**src/rtl/uart_rx_frame.sv**
```systemverilog
// ---------------------------------------------------------------------------
// uart_rx_frame
//   UART receiver matching the team's UART transmitter framing and parity.
//   The serial line is oversampled at prescale x baud. Each bit is decided by
//   a 3-point majority vote around the bit centre. Data arrives LSB first.
//   Parity and stop bit are checked, and each good frame delivers one
//   parallel byte.
//
// Ports
//   clk         oversampling clock (prescale x baud)
//   rst         asynchronous, active-low reset
//   rx_in       serial line, idles high, asynchronous to clk
//   prescale    oversampling ratio 8/16/32 (anything else behaves as 8)
//   par_en      1 = parity bit follows the data bits
//   par_typ     1 = even parity, 0 = odd parity
//   p_data      last good received word
//   data_valid  one-cycle strobe: p_data updated
//   par_err     one-cycle strobe: parity mismatch
//   stp_err     one-cycle strobe: stop bit sampled low
// ---------------------------------------------------------------------------
module uart_rx_frame #(
  parameter int DATA_WIDTH = 8
) (
  input  logic                  clk,
  input  logic                  rst,
  input  logic                  rx_in,
  input  logic [5:0]            prescale,
  input  logic                  par_en,
  input  logic                  par_typ,
  output logic [DATA_WIDTH-1:0] p_data,
  output logic                  data_valid,
  output logic                  par_err,
  output logic                  stp_err
);

  localparam int CNT_W = (DATA_WIDTH > 1) ? $clog2(DATA_WIDTH) : 1;

  typedef enum logic [2:0] {IDLE, START, DATA, PARITY, STOP} state_e;

  state_e                state_q,    state_d;
  logic                  sync1_q,    sync2_q;
  logic [5:0]            edge_cnt_q, edge_cnt_d;
  logic [CNT_W-1:0]      bit_cnt_q,  bit_cnt_d;
  logic [5:0]            presc_q,    presc_d;
  logic                  par_en_q,   par_en_d;
  logic                  par_typ_q,  par_typ_d;
  logic [2:0]            samp_q,     samp_d;
  logic [DATA_WIDTH-1:0] shift_q,    shift_d;
  logic                  par_flag_q, par_flag_d;
  logic [DATA_WIDTH-1:0] p_data_q,   p_data_d;
  logic                  dv_q,       dv_d;
  logic                  pe_q,       pe_d;
  logic                  se_q,       se_d;

  logic                  rxs;
  logic [5:0]            last_edge;
  logic [5:0]            mid;
  logic                  bit_end;
  logic                  vote;
  logic                  exp_par;
  logic                  stop_bad;
  logic [DATA_WIDTH:0]   shift_in;

  assign rxs       = sync2_q;
  assign last_edge = presc_q - 6'd1;
  assign mid       = {1'b0, presc_q[5:1]};
  assign bit_end   = (edge_cnt_q == last_edge);
  assign vote      = (samp_q[0] & samp_q[1]) | (samp_q[0] & samp_q[2]) |
                     (samp_q[1] & samp_q[2]);
  assign exp_par   = par_typ_q ? ^shift_q : ~^shift_q;
  assign stop_bad  = ~vote;
  // The voted bit enters at the MSB; after DATA_WIDTH bits the first
  // (LSB-first) line bit has reached bit 0.
  assign shift_in  = {vote, shift_q};

  always_comb begin
    // NOTE: every signal assigned here gets a default first; a path that
    // leaves one unassigned would infer a latch.
    state_d    = state_q;
    edge_cnt_d = edge_cnt_q;
    bit_cnt_d  = bit_cnt_q;
    presc_d    = presc_q;
    par_en_d   = par_en_q;
    par_typ_d  = par_typ_q;
    samp_d     = samp_q;
    shift_d    = shift_q;
    par_flag_d = par_flag_q;
    p_data_d   = p_data_q;
    dv_d       = 1'b0;
    pe_d       = 1'b0;
    se_d       = 1'b0;

    if (state_q != IDLE) begin
      edge_cnt_d = bit_end ? 6'd0 : edge_cnt_q + 6'd1;
      if (edge_cnt_q == mid - 6'd1) samp_d[0] = rxs;
      if (edge_cnt_q == mid)        samp_d[1] = rxs;
      if (edge_cnt_q == mid + 6'd1) samp_d[2] = rxs;
    end

    unique case (state_q)
      IDLE: begin
        edge_cnt_d = 6'd0;
        bit_cnt_d  = '0;
        if (!rxs) begin
          // The detect cycle is edge 0 of the start bit, so START begins at
          // edge 1. This keeps frames exactly 10 (or 11) bit periods long and
          // lets a start bit directly after a stop bit be taken without slip.
          state_d    = START;
          edge_cnt_d = 6'd1;
          presc_d    = (prescale == 6'd16 || prescale == 6'd32) ? prescale : 6'd8;
          par_en_d   = par_en;
          par_typ_d  = par_typ;
        end
      end
      START: begin
        if (bit_end) state_d = vote ? IDLE : DATA;
      end
      DATA: begin
        if (bit_end) begin
          shift_d = shift_in[DATA_WIDTH:1];
          if (bit_cnt_q == CNT_W'(DATA_WIDTH - 1)) begin
            bit_cnt_d = '0;
            state_d   = par_en_q ? PARITY : STOP;
          end else begin
            bit_cnt_d = bit_cnt_q + CNT_W'(1);
          end
        end
      end
      PARITY: begin
        if (bit_end) begin
          if (vote != exp_par) par_flag_d = 1'b1;
          state_d = STOP;
        end
      end
      STOP: begin
        if (bit_end) begin
          state_d    = IDLE;
          pe_d       = par_flag_q;
          se_d       = stop_bad;
          dv_d       = ~par_flag_q & ~stop_bad;
          if (dv_d) p_data_d = shift_q;
          par_flag_d = 1'b0;
        end
      end
      default: state_d = IDLE;
    endcase
  end

  // NOTE: state is updated only with non-blocking assignments so every flop
  // samples the pre-edge values, independent of statement order.
  always_ff @(posedge clk or negedge rst) begin
    if (!rst) begin
      state_q    <= IDLE;
      sync1_q    <= 1'b1;
      sync2_q    <= 1'b1;
      edge_cnt_q <= '0;
      bit_cnt_q  <= '0;
      presc_q    <= 6'd8;
      par_en_q   <= 1'b0;
      par_typ_q  <= 1'b0;
      samp_q     <= '0;
      shift_q    <= '0;
      par_flag_q <= 1'b0;
      p_data_q   <= '0;
      dv_q       <= 1'b0;
      pe_q       <= 1'b0;
      se_q       <= 1'b0;
    end else begin
      state_q    <= state_d;
      sync1_q    <= rx_in;
      sync2_q    <= sync1_q;
      edge_cnt_q <= edge_cnt_d;
      bit_cnt_q  <= bit_cnt_d;
      presc_q    <= presc_d;
      par_en_q   <= par_en_d;
      par_typ_q  <= par_typ_d;
      samp_q     <= samp_d;
      shift_q    <= shift_d;
      par_flag_q <= par_flag_d;
      p_data_q   <= p_data_d;
      dv_q       <= dv_d;
      pe_q       <= pe_d;
      se_q       <= se_d;
    end
  end

  assign p_data     = p_data_q;
  assign data_valid = dv_q;
  assign par_err    = pe_q;
  assign stp_err    = se_q;

endmodule

```
**config.mk**
```make
export PLATFORM = sky130hd
export DESIGN_NAME = uart_rx_frame
export DESIGN_NICKNAME = d
export VERILOG_FILES = /design/src/rtl/uart_rx_frame.sv
export SDC_FILE = /design/constraint.sdc
export NUM_CORES = 1
export LEC_CHECK = 0
export CAP_MARGIN = 20
export CORE_MARGIN = 2
export CORE_UTILIZATION = 60
export CTS_CLUSTER_SIZE = 14
export DETAILED_ROUTE_END_ITERATION = 10
export GPL_ROUTABILITY_DRIVEN = 0
export GPL_TIMING_DRIVEN = 0
export PLACE_DENSITY = 0.89
export SLEW_MARGIN = 20
export SYNTH_ARGS = -nofsm -noshare
export SYNTH_HDL_FRONTEND = slang
export SYNTH_SLANG_ARGS = --single-unit
```
**constraint.sdc**
```tcl
create_clock -name clk -period 3.7 [get_ports clk]
set_input_delay 1.11 -clock clk [delete_from_list [all_inputs] [get_ports clk]]
set_output_delay 1.11 -clock clk [all_outputs]
set_load 0.02 [all_outputs]
```
Word level (Yosys, flattened, before mapping). Index checks and enable logic that the tools add are counted.

Bits in registers: 45. Logic and storage cells: 95. Input port bits: 11.

Equality and inequality tests: 19. Bitwise gates (word level): 9. Reduce and logical (&&, ||, !) cells: 17. Multiplexer cells: 28. $add $sub $neg: 5.

Operators by type and width (number): $mux W3 (9); $mux W6 (4); $eq A6 B6 Y1 (3); $pmux W3 S5 (1); $ne A2 B2 Y1 const B (7); $reduce_and A2 Y1 (6); $mux W1 (11); $reduce_xnor A8 Y1 (1); $reduce_xor A8 Y1 (1); $add A5 B1 Y6 const B (1); $add A6 B1 Y6 const B (1); $eq A3 B2 Y1 const B (2); $eq A3 B3 Y1 const B (2); $eq A6 B5 Y1 (1); $eq A6 B5 Y1 const B (1); $eq A6 B6 Y1 const B (1); $pmux W3 S2 (1); $reduce_and A6 Y1 (1); $reduce_bool A2 Y1 (3); $sub A5 B1 Y6 const B (1); $sub A6 B1 Y6 const B (1); $and A1 B1 Y1 (4); $reduce_and A4 Y1 (1); $add A3 B1 Y3 const B (1); 10 further kinds (13).

Depth between registers and ports, before layout. Gate-level depths: netlist (run 1).

Depth in word-level cells: 7. Mapped depth: 8. Gate-level depth less buffers: 7.

Least setup slack after synthesis (run 1). No wires, ideal clock.

Kind: reg-to-reg. Start: register presc_q[1]. End: register p_data_q[0] (netlist: p_data[0]). Data required time: 3575 ps. Cell stages (with the launch flop): 8. Setup time: 125 ps. Slack: 1235 ps. Period minus slack after synthesis: 2465 ps. Data arrival time: 2340 ps. Cells stage by stage: dfrtp_1 -> inv_1 -> ha_1 -> nor2b_1 -> or3_1 -> a31o_2 -> nor4_4 -> mux2_2.

Longest elaborated chain between the ends: 3.

RTL lines: from (decl) (RTL line 44) `logic [5:0] presc_q, presc_d;`; from (signal assigned) (RTL line 174) `presc_q <= presc_d;`; $sub A6 B1 Y6 (RTL line 65) `assign last_edge = presc_q - 6'd1;`; $eq A6 B6 Y1 (RTL line 67) `assign bit_end = (edge_cnt_q == last_edge);`; $reduce_and A3 Y1 (no line); to (signal assigned) (RTL line 180) `p_data_q <= p_data_d;`; to (decl) (RTL line 50) `logic [DATA_WIDTH-1:0] p_data_q, p_data_d;`.

No other way between the ends. A chain may end at the register's enable or synchronous reset.

Final worst setup path (run 1).
Start: register presc_q[2]. End: register p_data_q[0] (netlist: p_data[0]).

The elaborated chain is that of the path after synthesis.

==> results.md, run 1 <==
* CTS tree: built
* Crit path arrival time at ~3.1 ns
* Worst R2R Path Depth at 8
* Top-area cell type share of the netlist area at 43.7%
* Startpoint Class: flop
* Number of synthesized flops with an enable pin at 0
* Share of cells above drive strength 1 at 17.5%
* Clock skew at 0.00624 ns
* Cell area after synthesis at 0.00241 mm^2
* Reg2Reg Setup Slack at 0.82 ns
* Number of port buffers at 21
* DRC errors left at 0
* # setup viols final at 0
* DIE WIDTH at 67.3 um
* CTS resizes at 0
* Number of H-tree branching levels at 2
* Die area at 0.00453 mm^2
* Total placed cells including tap cells at 293
* Crit-path max FO at 9
* WHS Path Cells at 0
* Total of max-cap violations at 0
* Core box area at ~0.0039 mm^2
* Lkg Pwr at 1.23 nW
* Hold Path End: rxs
* Most frequent cells after synthesis: dfrtp_1 (42), xnor2_1 (22), mux2_2 (19)
* Vias in the first global route at about 1600
* DIE HEIGHT at 67.3 um
* Top_reg_cell synth: dfrtp_1
* Rel. slew slack at a little over half
* Worst min path class: flop to flop
* Top delay family on crit path: simple AND/OR/NAND/NOR gates
* Logic pwr share at 42.3%
* Finished Layout Cells at 301
* FMAX at 348 MHz
* Total CTS buffers at 5
* Grt ovf at 0
* Number of sinks on the clock net at 45
* Most frequent cell after synthesis: dfrtp_1
* Antenna-violating nets left at 0
* Hpwl dp at 3420 um
* Yosys reg bits at 45
* Syn Nets at around 240
* Post-CTS Hold Buffers at 0
* Power Total at 1.69 mW
* Critical path type: flop to flop
* Area post-placement at 0.00269 mm^2
* Critical-path top delay cell: nor4_4
* Rows at 23
* Final min period at 2.88 ns
* Reg clk slew, reported paths at 0.09 ns
* Max incr delay on CP at between 0.6 and 0.7 ns
* RSZ-0062 raised after global routing: no
* Sw Pwr at 0.669 mW
* Fin. max-slew vios at 0
* Setup_tns at 0 ns
* Pint at 1.02 mW
* Post-synth ARST share at 100%
* Yosys warnings at 0
* Max VDD drop at 303 uV
* WL final at 4480 um
* Via count at 1704
* Root buffer cell: clkbuf_8
* I/O pin count at 22
* Buffers plus inverters on the worst setup path at 2
* Initial antenna violation count at 0
* Clk Latency, worst-skew pair at 0.30 ns
* Wire length per cell at about 15 um
* Hold Vio Cnt, Final at 0
* Synth Instances at 221
* Clock power frac at 18.5%
* First-pass GRT wire length at 7600 um
* Worst Hold Launch: sync1_q
* RR Endpoint: p_data[0]
* Post-CTS setup buffers at 0
* Finished Core Util at 70.7%
* CTS max path bufs at 2
* Largest net degree at the start of global routing at 32
* N_diodes at 0
* Worst-Margin Slew at 0.680 ns
* R2R Path Start: presc_q[2]
* Drt first pass iters at 4
* Nets at 268
* Final period utilization at 77.7%
* Design Area, Final at between 0.002 and 0.003 mm^2
* Area growth, synth to finish at 15.9%
* Synth top area cells: dfrtp_1 (44%), mux2_2 (8.9%), xnor2_1 (8.0%)
* P per Cell Area at 607 mW/mm^2
* Total track usage at 23.0%
* Worst EP required at 3.89 ns
* Sw frac at 39.5%
* Mean Syn Cell Area at 10.9 um^2
* Outcome: finished, final reports clean
* Crit path cell chain: buf_6 -> inv_1 -> ha_1 -> nor3b_1 -> and3_1 -> o211ai_1 -> nor4_4 -> mux2_2
* CP Capture Type: flop
* 1st-iter DRT viols at 164
* Flop pwr share at just under 40%
* Starting Density at 61.0%
* Post-synthesis sequential area ratio at 47.0%
* Via-per-instance ratio at 5.66
* Area leader, netlist: dfrtp_1
* Count of different cell masters after synthesis at 47
==> routing by layer <==
metal | share of wire (%) | vias up | GRT usage [%] | routed length [um]
met5 | 0 | - | 0 | 0
met2 | 49 | 41 | 36.0 | 2210
li1 | - | 839 | - | -
met3 | 4.1 | 8 | 5.83 | 183
met1 | 45 | 816 | 30.6 | 1990
met4 | 1.9 | 0 | 9.44 | 83
==> power by group through the flow <==
| stage | sequential (mW) | combinational, mW | clock [mW] |
|---|---|---|---|
| floorplan | 0.648 | 0.578 | 0 |
| global placement | 0.664 | 0.683 | 0 |
| detailed placement | 0.671 | 0.711 | 0 |
| CTS | 0.661 | 0.714 | 0.323 |
| global route | 0.673 | 0.800 | 0.349 |
| finish | 0.662 | 0.716 | 0.314 |
==> state kept, by name (all words and copies together) (netlist names) <==
signal / count
stp_err: 1
rxs: 1
par_en_q: 1
samp_q: 3
sync1_q: 1
par_err: 1
p_data: 8
state_q: 3
data_valid: 1
edge_cnt_q: 6
bit_cnt_q: 3
par_typ_q: 1
shift_q: 8
presc_q: 6
par_flag_q: 1
==> logic make-up (layout without fill, tap and decap cells) <==
group	count (synthesis)	after routing	share of synthesized area, %
buffers and inverters	16	46	3.33
AO/OA/AOI/OAI	33	33	9.67
AND/OR/NAND/NOR	68	68	15.4
adder cells (fa/ha/maj)	8	8	4.06
XOR/XNOR	32	32	11.6
flip-flops	45	45	47.0
multiplexers	19	19	8.89
==> worst max-delay path by stage <==
stage	from	end	slack (ns)	cells past startpoint
2_1_floorplan	presc_q[1]	p_data[0]	1.23	7
3_3_place_gp	rst	presc_q[4]	0.38	1
3_5_place_dp	presc_q[2]	p_data[0]	0.85	8
4_1_cts	presc_q[1]	p_data[0]	0.84	7
5_1_grt	presc_q[2]	p_data[2]	0.60	8
6_report	presc_q[2]	p_data[0]	0.82	8
==> cell type report <==
type / instances / area, um^2
Fill cell: 282 / 1150
Sequential cell: 45 / 1130
Clock buffer: 5 / 68.8
Inverter: 7 / 26.3
Tap cell: 50 / 62.6
Clock inverter: 3 / 25.0
Multi-Input combinational cell: 160 / 1200
Buffer: 9 / 53.8
Timing Repair Buffer: 22 / 225
==> through the flow <==
stage	setup WS, ns	hold WS [ns]
after floorplan	1.23	0.345
final	0.825	0.360
after global routing	0.596	0.369
after detailed placement	0.846	0.348
after CTS	0.837	0.361
after global placement	0.380	0.345
==> placed cells by master, fill, tap and decap left out, types with 2 or more instances in the layout <==
cell             synthesis  final
a21oi_1                  4      4
nor3b_1                  2      2
and3_1                   2      2
nor3_1                   5      5
buf_6                    2      2
o21ai_0                  4      4
nand2_1                 16     16
nand3_1                  8      8
nor2_1                  14     14
or3_1                    2      2
dfrtp_1                 42     42
nor4_1                   5      5
a31oi_1                  5      5
a31o_2                   2      2
o211ai_1                 3      3
clkbuf_1                 4      4
a32o_1                   2      2
o31ai_1                  4      4
xnor2_1                 22     22
buf_2                    1      2
clkbuf_8                 0      5
dfstp_2                  3      3
nand2b_1                 5      5
ha_1                     7      7
xor2_1                  10     10
mux2_2                  19     19
inv_1                    7      7
clkdlybuf4s50_1          0     20
(Power assumes the default switching activity.)
==> inputs of run 2 (changes only) <==
--- a/config.mk
+++ b/config.mk
@@ -7,12 +7,12 @@
 export LEC_CHECK = 0
 export CAP_MARGIN = 20
 export CORE_MARGIN = 2
-export CORE_UTILIZATION = 60
+export CORE_UTILIZATION = 57
 export CTS_CLUSTER_SIZE = 14
 export DETAILED_ROUTE_END_ITERATION = 10
 export GPL_ROUTABILITY_DRIVEN = 0
 export GPL_TIMING_DRIVEN = 0
-export PLACE_DENSITY = 0.89
+export PLACE_DENSITY = 0.85
 export SLEW_MARGIN = 20
 export SYNTH_ARGS = -nofsm -noshare
 export SYNTH_HDL_FRONTEND = slang
==> constraint.sdc (replaced) <==
create_clock -name clk -period 2.9 [get_ports clk]
set_input_delay 0.87 -clock clk [delete_from_list [all_inputs] [get_ports clk]]
set_output_delay 0.87 -clock clk [all_outputs]
set_load 0.02 [all_outputs]
==> results.md, run 2 (same netlist as run 1, synthesis figures left out) <==
* Grt ovf at 0 (unchanged)
* Number of sinks on the clock net at 45 (unchanged)
* Starting Density at 59.7% (-1.3 points)
* Hold_ws at 0.371 ns (+0.0105 ns)
* Lkg Pwr at 1.23 nW (+0.57%)
* Via-per-instance ratio at 5.82 (+2.8%)
* Wire length per cell at 15.5 um (+4.3%)
* Finished Core Util at 69.8% (-0.96 points)
* Drt first pass iters at 4 (unchanged)
* # setup viols final at 0 (unchanged)
* Hold Path End: rxs
* Power Total at 2.19 mW (+30%)
* Share of cells above drive strength 1 at 18.5% (+0.97 points)
* WHS Path Cells at 0 (unchanged)
* WL final at 4720 um (+5.4%)
* Rows at 23 (unchanged)
* CTS max path bufs at 2 (unchanged)
* Number of port buffers at 21 (unchanged)
* Fin. max-slew vios at 0 (unchanged)
* Final min period at 2.66 ns (-0.219 ns)
* Antenna-violating nets left at 0 (unchanged)
* Post-CTS Hold Buffers at 0 (unchanged)
* Die area at 0.00476 mm^2 (+4.9%)
* Nets at 271 (+1.1%)
* Via count at 1770 (+3.9%)
* Outcome: finished, final reports clean
* FMAX at 376 MHz (+8.2%)
* DIE HEIGHT at 69.0 um (+2.4%)
* Worst min path class: flop to flop
* Number of H-tree branching levels at 2 (unchanged)
* CP Capture Type: flop
* Largest net degree at the start of global routing at 32 (unchanged)
* Most frequent cells in the layout: dfrtp_1 (42), xnor2_1 (22), clkdlybuf4s50_1 (20)
* Hpwl dp at 3390 um (-0.76%)
* Hold Vio Cnt, Final at 0 (unchanged)
* Most common cell after layout, fill and taps aside: dfrtp_1
* Root buffer cell: clkbuf_8
* N_diodes at 0 (unchanged)
* R2R Path Start: presc_q[1]
* Worst EP required at 3.08 ns (-0.81 ns)
* Core box area at 0.00403 mm^2 (+2.2%)
* DIE WIDTH at 69.0 um (+2.4%)
* RSZ-0062 raised after global routing: no
* Rel. slew slack at 60.1% (+5.6 points)
* DRC errors left at 0 (unchanged)
* Vias in the first global route at 1616 (+0.69%)
* First-pass GRT wire length at 7410 um (-2.4%)
* 1st-iter DRT viols at 132 (-20%)
* Clock skew at 0.0135 ns (+0.00727 ns)
* I/O pin count at 22 (unchanged)
* Clk Latency, worst-skew pair at 0.30 ns (about the same)
* Reg2Reg Setup Slack at 0.24 ns (-0.58 ns)
* Final period utilization at 91.6% (+14 points)
* Critical path type: flop to flop
* Design Area, Final at 0.00281 mm^2 (+0.81%)
* Total track usage at 21.7% (-1.3 points)
* Area post-placement at 0.00269 mm^2 (unchanged)
* RR Endpoint: p_data[0]
* Total CTS buffers at 5 (unchanged)
* Startpoint Class: flop
* Max VDD drop at 497 uV (+64%)
* Reg clk slew, reported paths at 0.09 ns (about the same)
* P per Cell Area at 781 mW/mm^2 (+29%)
* Initial antenna violation count at 0 (unchanged)
* Worst-Margin Slew at 0.595 ns (-0.0848 ns)
* Total of max-cap violations at 0 (unchanged)
* Crit-path max FO at 8 (-1)
* CTS tree: built
* Area growth, synth to finish at 16.8%
* Crit path arrival time at 2.84 ns (-0.23 ns)
* Worst R2R Path Depth at 8 (unchanged)
* Worst Hold Launch: sync1_q
-- run 2: cell count changes in the layout (fill, tap and decap cells not counted), sizes merged --
cell	previous run	this run
buf	7	10
clkbuf	9	10
clkinv	1	0
clkinvlp	1	2
inv	8	7
-- run 2: report_power, final --
part           switching, mW  leakage (nW)  total [mW]  internal [mW]
sequential            0.0961         0.593       0.845          0.749
combinational          0.563         0.602       0.962          0.400
clock                  0.217        0.0374       0.387          0.170
total                  0.876          1.23        2.19           1.32
-- run 2: per-stage QoR --
stage          setup TNS (ns)  worst slack, ns  instances
2_1_floorplan               0            0.435        221
3_3_place_gp            -9.98           -0.239        292
3_5_place_dp                0           0.0398        293
4_1_cts                     0           0.0205        301
5_1_grt                     0            0.151        304
6_report                    0            0.244        304
-- run 2: worst max-delay path, cell delays in order, from the launching register on --
cell     delay (ns)
dfrtp_1        0.48
inv_1          0.14
ha_1           0.26
nor2b_1        0.15
or3_1          0.37
a31o_2         0.30
nor4_4         0.27
buf_4          0.21
mux2_2         0.35
-- run 2: what timing repair did --
item	4_1_cts	5_1_grt
setup endpoints to repair	0	17
setup buffers	0	3
gates resized for setup	0	1
-- run 2: worst max-delay path by stage --
stage                    start   endpoint  slack (ns)
floorplan           presc_q[1]  p_data[0]        0.43
global placement           rst  p_data[5]       -0.24
detailed placement  presc_q[1]  p_data[0]        0.04
CTS                 presc_q[1]  p_data[0]        0.02
global route        presc_q[1]  p_data[0]        0.15
finish              presc_q[1]  p_data[0]        0.24
-- run 2: cell type report --
cell class              instances  area, um^2
well taps                      50        62.6
repair buffers                 25         248
inverters                       7        26.3
flip-flops and latches         45        1130
fillers                       307        1220
clock buffers                   6        72.6
plain buffers                   9        53.8
clock inverters                 2        15.0
multi-input cells             160        1200
-- run 2: metal layers --
| metal | share of wire (%) | global-route usage [%] | vias up | wire length, um |
|---|---|---|---|---|
| met5 | 0 | 0 | - | 0 |
| met4 | 2.2 | 8.33 | 0 | 106 |
| met3 | 4.7 | 6.49 | 15 | 220 |
| met2 | 49 | 34.9 | 53 | 2290 |
| met1 | 45 | 27.7 | 861 | 2100 |
| li1 | - | - | 841 | - |
